`src/rtl/ctrl_regs_mch.sv`:
```
// Multi-channel control/status register block: per-channel CTRL/MARGIN/FLAG/WMARK,
// a global ID word, sticky watermark flags and a registered level interrupt.
module ctrl_regs_mch #(
    parameter int NUM_CH            = 3,
    parameter int ADDR_WIDTH        = 8,
    parameter int CMD_DATA_WIDTH    = 32,
    parameter int FIFO_MARGIN_WIDTH = 8,
    parameter int FIFO_DEPTH        = 32
) (
    input  logic                                  clk_i,
    input  logic                                  rst_i,
    input  logic [1:0]                            cmd_i,
    input  logic [ADDR_WIDTH-1:0]                 cmd_addr_i,
    input  logic [CMD_DATA_WIDTH-1:0]             cmd_data_i,
    output logic [CMD_DATA_WIDTH-1:0]             cmd_data_o,
    output logic                                  cmd_vld_o,
    output logic                                  cmd_err_o,
    input  logic [NUM_CH*FIFO_MARGIN_WIDTH-1:0]   margin_i,
    output logic [NUM_CH-1:0]                     en_o,
    output logic [NUM_CH*2-1:0]                   prio_o,
    output logic [NUM_CH*3-1:0]                   pkglen_o,
    output logic                                  irq_o
);
    localparam int W  = FIFO_MARGIN_WIDTH;
    localparam int DW = CMD_DATA_WIDTH;
    localparam int CW = ADDR_WIDTH - 4;
    localparam logic [CW-1:0]         NUM_CH_C = CW'(NUM_CH);
    localparam logic [ADDR_WIDTH-1:0] ID_ADDR  = ADDR_WIDTH'(8'hF0);
    localparam logic [7:0]            NUM_CH_B = 8'(NUM_CH);
    localparam logic [31:0]           ID_VAL   = {16'h0, NUM_CH_B, 8'h02};

    logic [CW-1:0]      ch_idx;
    logic [1:0]         reg_off;
    logic               is_rd, is_wr, aligned, is_id, ch_hit, rd_ok, wr_ok;
    logic [DW-1:0]      cmd_data_d, cmd_data_q;
    logic               cmd_vld_q, cmd_err_d, cmd_err_q;
    logic               irq_d, irq_q;
    logic [NUM_CH-1:0]  irq_terms;
    logic [NUM_CH*DW-1:0] ch_rd_flat;
    logic               unused_data;

    assign ch_idx  = cmd_addr_i[ADDR_WIDTH-1:4];
    assign reg_off = cmd_addr_i[3:2];
    assign is_rd   = (cmd_i == 2'b01);
    assign is_wr   = (cmd_i == 2'b10);
    assign aligned = (cmd_addr_i[1:0] == 2'b00);
    assign is_id   = (cmd_addr_i == ID_ADDR);
    assign ch_hit  = aligned && (ch_idx < NUM_CH_C);
    assign rd_ok   = ch_hit || is_id;
    // MARGIN is the only read-only slot inside a channel window.
    assign wr_ok   = ch_hit && (reg_off != 2'd1);
    assign cmd_err_d = (is_rd && !rd_ok) || (is_wr && !wr_ok);
    assign unused_data = ^cmd_data_i;

    genvar gi;
    generate
        for (gi = 0; gi < NUM_CH; gi++) begin : g_ch
            logic [7:0]    ctrl_q;
            logic [W-1:0]  margin_q, wmark_q;
            logic [1:0]    flag_q, flag_d, flag_set, flag_clr;
            logic          sel;
            logic [DW-1:0] rd_val;

            assign sel      = is_wr && wr_ok && (ch_idx == CW'(gi));
            assign flag_set = {margin_q == '0, margin_q < wmark_q};
            assign flag_clr = (sel && reg_off == 2'd2) ? cmd_data_i[1:0] : 2'b00;
            // Clear is applied first so a coincident set condition keeps the bit.
            assign flag_d   = (flag_q & ~flag_clr) | flag_set;

            always_ff @(posedge clk_i or posedge rst_i) begin
                if (rst_i) begin
                    ctrl_q   <= 8'h07;
                    margin_q <= W'(FIFO_DEPTH);
                    wmark_q  <= W'(4);
                    flag_q   <= 2'b00;
                end else begin
                    margin_q <= margin_i[gi*W +: W];
                    flag_q   <= flag_d;
                    if (sel && reg_off == 2'd0) ctrl_q  <= cmd_data_i[7:0];
                    if (sel && reg_off == 2'd3) wmark_q <= cmd_data_i[W-1:0];
                end
            end

            always_comb begin
                rd_val = '0;
                case (reg_off)
                    2'd0:    rd_val = DW'(ctrl_q);
                    2'd1:    rd_val = DW'(margin_q);
                    2'd2:    rd_val = DW'(flag_q);
                    default: rd_val = DW'(wmark_q);
                endcase
            end

            assign ch_rd_flat[gi*DW +: DW] = rd_val;
            assign irq_terms[gi]           = |(flag_q & ctrl_q[7:6]);
            assign en_o[gi]                = ctrl_q[0];
            assign prio_o[gi*2 +: 2]       = ctrl_q[2:1];
            assign pkglen_o[gi*3 +: 3]     = ctrl_q[5:3];
        end
    endgenerate

    always_comb begin
        cmd_data_d = '0;
        if (is_id) begin
            cmd_data_d = DW'(ID_VAL);
        end else if (ch_hit) begin
            for (int c = 0; c < NUM_CH; c++) begin
                if (ch_idx == CW'(c)) cmd_data_d = ch_rd_flat[c*DW +: DW];
            end
        end
    end

    assign irq_d = |irq_terms;

    always_ff @(posedge clk_i or posedge rst_i) begin
        if (rst_i) begin
            cmd_data_q <= '0;
            cmd_vld_q  <= 1'b0;
            cmd_err_q  <= 1'b0;
            irq_q      <= 1'b0;
        end else begin
            cmd_vld_q <= is_rd;
            cmd_err_q <= cmd_err_d;
            irq_q     <= irq_d;
            if (is_rd) cmd_data_q <= cmd_data_d;
        end
    end

    assign cmd_data_o = cmd_data_q;
    assign cmd_vld_o  = cmd_vld_q;
    assign cmd_err_o  = cmd_err_q;
    assign irq_o      = irq_q;
endmodule

```
`config.mk`:
```
export PLATFORM = sky130hd
export DESIGN_NAME = ctrl_regs_mch
export DESIGN_NICKNAME = d
export VERILOG_FILES = /design/src/rtl/ctrl_regs_mch.sv
export SDC_FILE = /design/constraint.sdc
export NUM_CORES = 1
export LEC_CHECK = 0
export CAP_MARGIN = 25
export CORE_ASPECT_RATIO = 1.5
export CORE_MARGIN = 1.5
export CORE_UTILIZATION = 53
export DETAILED_ROUTE_END_ITERATION = 12
export PLACE_DENSITY = 0.95
export REMOVE_ABC_BUFFERS = 1
export SYNTH_ARGS = -nofsm -noshare
export SYNTH_HDL_FRONTEND = slang
export SYNTH_SLANG_ARGS = --single-unit
export TNS_END_PERCENT = 10
```
`constraint.sdc`:
```
create_clock -name clk_i -period 8.46 [get_ports clk_i]
set_clock_uncertainty 0.15 [all_clocks]
set_input_delay 0.846 -clock clk_i [delete_from_list [all_inputs] [get_ports clk_i]]
set_output_delay 0.846 -clock clk_i [all_outputs]
set_load 0.1 [all_outputs]
```
==> metrics.yaml, run 1 <==
routedWlPerCell_um: 20.2
post_cts_buffers: 0
cts_hold_buf: 0
final_cell_area_mm2: 0.00567
num_vias: 3572
initial_core_util_pct: 54.3
grt_pass1_vias: 3561
finalHoldViolations: 0
r2r-start: "g_ch[1].wmark_q[2]"
ios: 121
report.final.slew_viol_count: 0
rows: 42
async_flop_share_pct: 100
setup_viol: 0
yosys_register_bits: 90
hpwl_um: 8340
r2r-end: "g_ch[1].flag_q[0]"
hp-class: "reg -> reg"
place_congestion: 0.952
end_kind: "register"
syn2layout_area_growth_pct: 18.9
start_kind: "input port"
drtIter0Drc: 359
clk_latency_ps: 340
r2r_slack_ps: 6670
pwr_density_cell_mw_per_mm2: 171
cts.root.buffer_cell: "clkbuf_16"
io_buffers: 74
arrival_ps: 3310
grt_overflow: 0
syn_avg_cell_area_um2: 11.7
drt_wl_total_um: 11600
status: "finished, final reports clean"
final_cell_mix: "75 x dfrtp_1, 74 x clkdlybuf4s50_1, 48 x mux2_2"
vdd_ir_drop_max_mv: 0.118
synth-main-ff-cell: "dfrtp_1"
core_area_mm2: 0.00878
postLayoutCoreUtil_pct: 64.6
numCtsBuffers: 9
netlist_area_mm2: 0.00477
tightest_slew_ps: 990
clkTransAtPathRegs_ps: 70
cts.repair.resized: 0
dieArea_mm2: 0.00959
cts_buffer_depth: 2
layout_commonest_cell: "dfrtp_1"
track_usage_pct: 25.3
placed_area_mm2: 0.00537
grt_max_degree: 91
grt_first_pass_wirelength_um: 18100
drc: 0
nets: 549
vias_per_cell: 6.21
clock-sinks: 90
cts_tree: "built"
die_w_um: 80.5
hold_ws_ps: 340
syn_inst: 407
synth.distinct_cells: 47
yosysWarningCount: 0
startpoint: "cmd_addr_i[5]"
drt-pass1-iter-count: 5
rsz0062_at_grt: "false"
dieHeight_um: 119
ys_seq_area_share_pct: 47.6
fmax_mhz: 309
finalCritPeriodShare_pct: 38.2
drive_gt1_share_pct: 21.7
cap_violations: 0
relSlewSlack_pct: 33.8
synth_edf_count: 0
num_antenna_cells: 0
setup-tns-final_ps: 0
path_class: "in -> reg"
leakage_nw: 2.48
crit_required_ps: 8530
antenna_found_initial: 0
cp_max_fo: 15
h-tree-depth: 3
ff2ff_path_depth: 6
ant_nets: 0
worstSetupEndpoint: "g_ch[2].ctrl_q[3]"
min_period_ps: 3240
-- how the worst min path moves through the flow --
stage                             from            endpoint  slack (ps)  depth (start not counted)
finish                   cmd_data_o[4]       cmd_data_o[4]         340                          2
CTS                      cmd_data_o[4]       cmd_data_o[4]         350                          2
global route        g_ch[2].wmark_q[3]  g_ch[2].wmark_q[3]         370                          1
global placement         cmd_data_o[0]       cmd_data_o[0]         320                          2
floorplan           g_ch[1].wmark_q[3]  g_ch[1].wmark_q[3]         330                          1
detailed placement       cmd_data_o[4]       cmd_data_o[4]         330                          2
-- flip-flops by register name (all words and copies together) (netlist names) --
signal         flops
cmd_vld_o          1
irq_o              1
g_ch.flag_q        6
g_ch.margin_q     24
cmd_err_o          1
g_ch.wmark_q      24
cmd_data_o         9
g_ch.ctrl_q       24
-- worst max-delay path: stages --
cell and delay, ps:
clkdlybuf4s50_1 880, inv_2 190, nor4_4 580, nand4_2 410, mux2_2 390
-- layout make-up --
class / count / area, µm²
fillers: 649 / 3100
repair buffers: 78 / 791
clock buffers: 9 / 225
well taps: 110 / 138
flip-flops and latches: 90 / 2270
clock inverters: 7 / 46.3
multi-input cells: 256 / 2110
inverters: 25 / 95.1
-- cells by family (layout without fill, tap and decap cells) --
| kind of cell | Yosys count | after routing | share of synthesized area (%) |
|---|---|---|---|
| flops | 90 | 90 | 47.6 |
| compound gates | 67 | 67 | 10.3 |
| other cells | 1 | 22 | 0.0786 |
| simple gates | 73 | 73 | 9.00 |
| mux | 73 | 73 | 17.6 |
| fa+ha+maj | 21 | 21 | 5.51 |
| buf+inv | 82 | 119 | 9.89 |
-- through the flow --
stage	instances	worst slack, ps	power (mW)
floorplan	371	5150	0.553
global placement	558	5030	0.604
detailed placement	558	4950	0.608
CTS	574	5290	0.968
global route	575	5130	1.00
finish	575	5220	0.968
-- where the power goes --
part	switching (mW)	internal, mW	total, mW	leakage, nW
Clock	0.167	0.198	0.364	0.127
Combinational	0.111	0.0440	0.155	1.24
Sequential	0.00842	0.441	0.449	1.12
Total	0.286	0.683	0.968	2.48
-- cell usage after synthesis, types with 2 or more instances --
master,n,area [µm²]
nor4_1,7,43.8
mux2_2,48,541
o2111ai_1,3,26.3
o22ai_1,3,18.8
nand2b_1,4,25.0
clkbuf_1,9,33.8
a32o_1,4,40.0
dfstp_2,15,394
nand4_2,6,75.1
mux4_2,4,90.1
ha_1,21,263
o221a_2,3,33.8
a22o_1,2,17.5
nand4_1,4,25.0
nor3_1,2,10.0
inv_1,24,90.1
and4_1,2,17.5
mux2i_1,21,210
nand3_1,6,30.0
a211oi_1,4,30.0
a21o_1,4,30.0
a21oi_1,8,40.0
nand2_1,20,75.1
a22oi_1,3,22.5
or3_1,2,12.5
buf_4,42,315
o311ai_0,4,35.0
buf_2,5,25.0
a31oi_1,4,25.0
nor2b_1,3,18.8
o211ai_1,2,15.0
nor2_1,12,45.0
o221ai_1,7,61.3
o21ai_0,12,60.1
dfrtp_1,75,1880
-- metal layers --
layer,vias up,track usage (%),part of all wire (%)
li1,1530,-,-
met1,1749,30.2,37
met2,230,40.5,50
met3,63,5.29,6.3
met4,0,16.6,6.5
met5,-,0,0
Power figures use the tool's default switching activity.
==> run 2, diff against run 1 <==
--- a/config.mk
+++ b/config.mk
@@ -8,9 +8,9 @@
 export CAP_MARGIN = 25
 export CORE_ASPECT_RATIO = 1.5
 export CORE_MARGIN = 1.5
-export CORE_UTILIZATION = 53
+export CORE_UTILIZATION = 45
 export DETAILED_ROUTE_END_ITERATION = 12
-export PLACE_DENSITY = 0.95
+export PLACE_DENSITY = 0.87
 export REMOVE_ABC_BUFFERS = 1
 export SYNTH_ARGS = -nofsm -noshare
 export SYNTH_HDL_FRONTEND = slang
==> constraint.sdc (replaced) <==
create_clock -name clk_i -period 2.97 [get_ports clk_i]
set_clock_uncertainty 0.15 [all_clocks]
set_input_delay 0.297 -clock clk_i [delete_from_list [all_inputs] [get_ports clk_i]]
set_output_delay 0.297 -clock clk_i [all_outputs]
set_load 0.1 [all_outputs]
==> run 2 against run 1 <==
  * Design area rose by 0.55%
  * Sequential cell count did not move
  * Power rose to 2.9 times the previous value
  * Via count fell by 2.4%
  * Sequential share of layout area fell by 0.22 points
  * Final cell count rose by 6.6%
  * Worst hold slack got worse by 130 ps
  * Clock power rose to 2.9 times the previous value
  * Die area rose by 17%
  * Combinational power rose to 2.8 times the previous value
  * Register-to-register slack got worse by 5400 ps
  * Core utilization fell by 9.0 points
  * Critical path type unchanged
  * Largest power group unchanged
==> metrics.yaml, run 2 (synthesis results as in run 1) <==
r2r-end: "g_ch[1].flag_q[0]"
grt_pass1_vias: 3521  # -1.1%
numCtsBuffers: 9  # unchanged
die_w_um: 87.1  # +8.2%
report.final.slew_viol_count: 0  # unchanged
power_mw: 2.79  # +190%
grt_first_pass_wirelength_um: 18400  # +1.5%
placed_area_mm2: 0.00542  # +0.86%
final_cells: 613  # +6.6%
setup-tns-final_ps: 0  # unchanged
r2r-start: "g_ch[1].wmark_q[2]"
startpoint: "cmd_addr_i[6]"
track_usage_pct: 22.1  # -3.2 points
rows: 45  # +7.1%
status: "finished, final reports clean"
clk_latency_ps: 340  # about the same
cp_max_fo: 9  # -6
cts_buffer_depth: 2  # unchanged
grt_max_degree: 91  # unchanged
post_cts_buffers: 0  # unchanged
nets: 556  # +1.3%
min_period_ps: 2390
end_kind: "register"
initial_core_util_pct: 46.5  # -7.8 points
finalHoldViolations: 0  # unchanged
routedWlPerCell_um: 19.1  # -5.2%
start_kind: "input port"
core_area_mm2: 0.0102  # +17%
vdd_ir_drop_max_mv: 0.304  # +160%
ant_nets: 0  # unchanged
pwr_density_cell_mw_per_mm2: 490  # +190%
drt-pass1-iter-count: 5  # unchanged
dpl_worst_slack_ps: 283  # -4670 ps
layout_commonest_cell: "dfrtp_1"
hp-class: "in -> reg"
cp_cell_sequence: "clkdlybuf4s50_1 > nor2_1 > and3_1 > nand4_2 > mux2_2"
num_antenna_cells: 0  # unchanged
critical_path.max_stage_delay_ps: 550  # -330 ps
hpwl_um: 8680  # +4.1%
relSlewSlack_pct: 57.0  # +23 points
cts_tree: "built"
dieHeight_um: 129  # +8.3%
worst_slack_ps: 576  # -4650 ps
h-tree-depth: 3  # unchanged
r2r_slack_ps: 1240  # -5430 ps
finalCritPeriodShare_pct: 80.6
cts.root.buffer_cell: "clkbuf_16"
reg_top3: "g_ch.ctrl_q: 24 flops, g_ch.margin_q: 24 flops, g_ch.wmark_q: 24 flops"
rsz0062_at_grt: "false"
drt_wl_total_um: 11700  # +1.1%
place_congestion: 0.903  # -5.2%
crit_slowest_cell: "clkdlybuf4s50_1"
cts_hold_buf: 0  # unchanged
clkTransAtPathRegs_ps: 60  # about the same
place_inst: 597  # +7.0%
vias_per_cell: 5.69  # -8.5%
ios: 121  # unchanged
drc: 0  # unchanged
num_vias: 3486  # -2.4%
ff2ff_path_depth: 6  # unchanged
final_cell_mix: "75 x dfrtp_1, 48 x mux2_2, 43 x clkdlybuf4s50_1"
multi_input_area_mm2: 0.00211  # unchanged
syn2layout_area_growth_pct: 19.6
cts.repair.resized: 0  # unchanged
fmax_mhz: 418
postLayoutCoreUtil_pct: 55.7  # -9.0 points
io_buffers: 74  # unchanged
drive_gt1_share_pct: 29.0  # +7.3 points
drtIter0Drc: 311  # -13%
worstSetupEndpoint: "g_ch[1].ctrl_q[4]"
tightest_slew_ps: 637  # -354 ps
nFillCells: 867  # +34%
path_class: "in -> reg"
cap_violations: 0  # unchanged
setup_viol: 0  # unchanged
final_cell_area_mm2: 0.00570  # +0.55%
crit_required_ps: 3040  # -5490 ps
leakage_nw: 2.60  # +4.5%
arrival_ps: 2460  # -850 ps
grt_overflow: 0  # unchanged
clock-sinks: 90  # unchanged
seq_area_mm2: 0.00227  # unchanged
dieArea_mm2: 0.0112  # +17%
hold_ws_ps: 210  # -130 ps
antenna_found_initial: 0  # unchanged
-- run 2: changes by cell type in the layout (fill, tap and decap cells not counted), moves of 2 or more --
| cell | previous run | this run |
|---|---|---|
| buf_12 | 0 | 2 |
| buf_4 | 3 | 40 |
| clkbuf_1 | 0 | 2 |
| clkbuf_8 | 0 | 3 |
| clkdlybuf4s50_1 | 74 | 43 |
| clkinvlp_4 | 3 | 0 |
-- run 2: worst min-delay path by stage --
stage | startpoint | endpoint | slack (ps) | cells after the start
final | margin_i[13] | g_ch[1].margin_q[5] | 210 | 1
after global routing | margin_i[5] | g_ch[0].margin_q[5] | 200 | 1
after CTS | margin_i[13] | g_ch[1].margin_q[5] | 200 | 1
after detailed placement | cmd_data_o[0] | cmd_data_o[0] | 330 | 2
after global placement | cmd_data_o[0] | cmd_data_o[0] | 320 | 2
after floorplan | margin_i[5] | g_ch[0].margin_q[5] | 150 | 0
-- run 2: cell type report --
cell class              count  share of cell area (%)
flip-flops and latches     90                    39.8
well taps                 141                    3.09
clock buffers              14                    4.80
multi-input cells         256                    36.9
clock inverters             2                   0.176
repair buffers             85                    13.5
inverters                  25                    1.67
-- run 2: where the power goes --
part / switching (mW) / internal (mW) / leakage, nW
clock: 0.438 / 0.633 / 0.143
sequential: 0.0248 / 1.26 / 1.12
combinational: 0.314 / 0.128 / 1.34
total: 0.776 / 2.02 / 2.60
-- run 2: layer usage --
metal	global-route usage [%]	up-vias	share of wire [%]
met4	13.8	0	4.6
met3	3.82	34	5.3
met5	0	-	0
met2	38.3	162	53
met1	25.0	1751	37
li1	-	1539	-
-- run 2: worst max-delay path, delay by kind of cell --
| kind | cells | cell delay (ps) |
|---|---|---|
| buffers and inverters | 1 | 550 |
| multiplexers | 1 | 410 |
| AND/OR/NAND/NOR | 3 | 1200 |
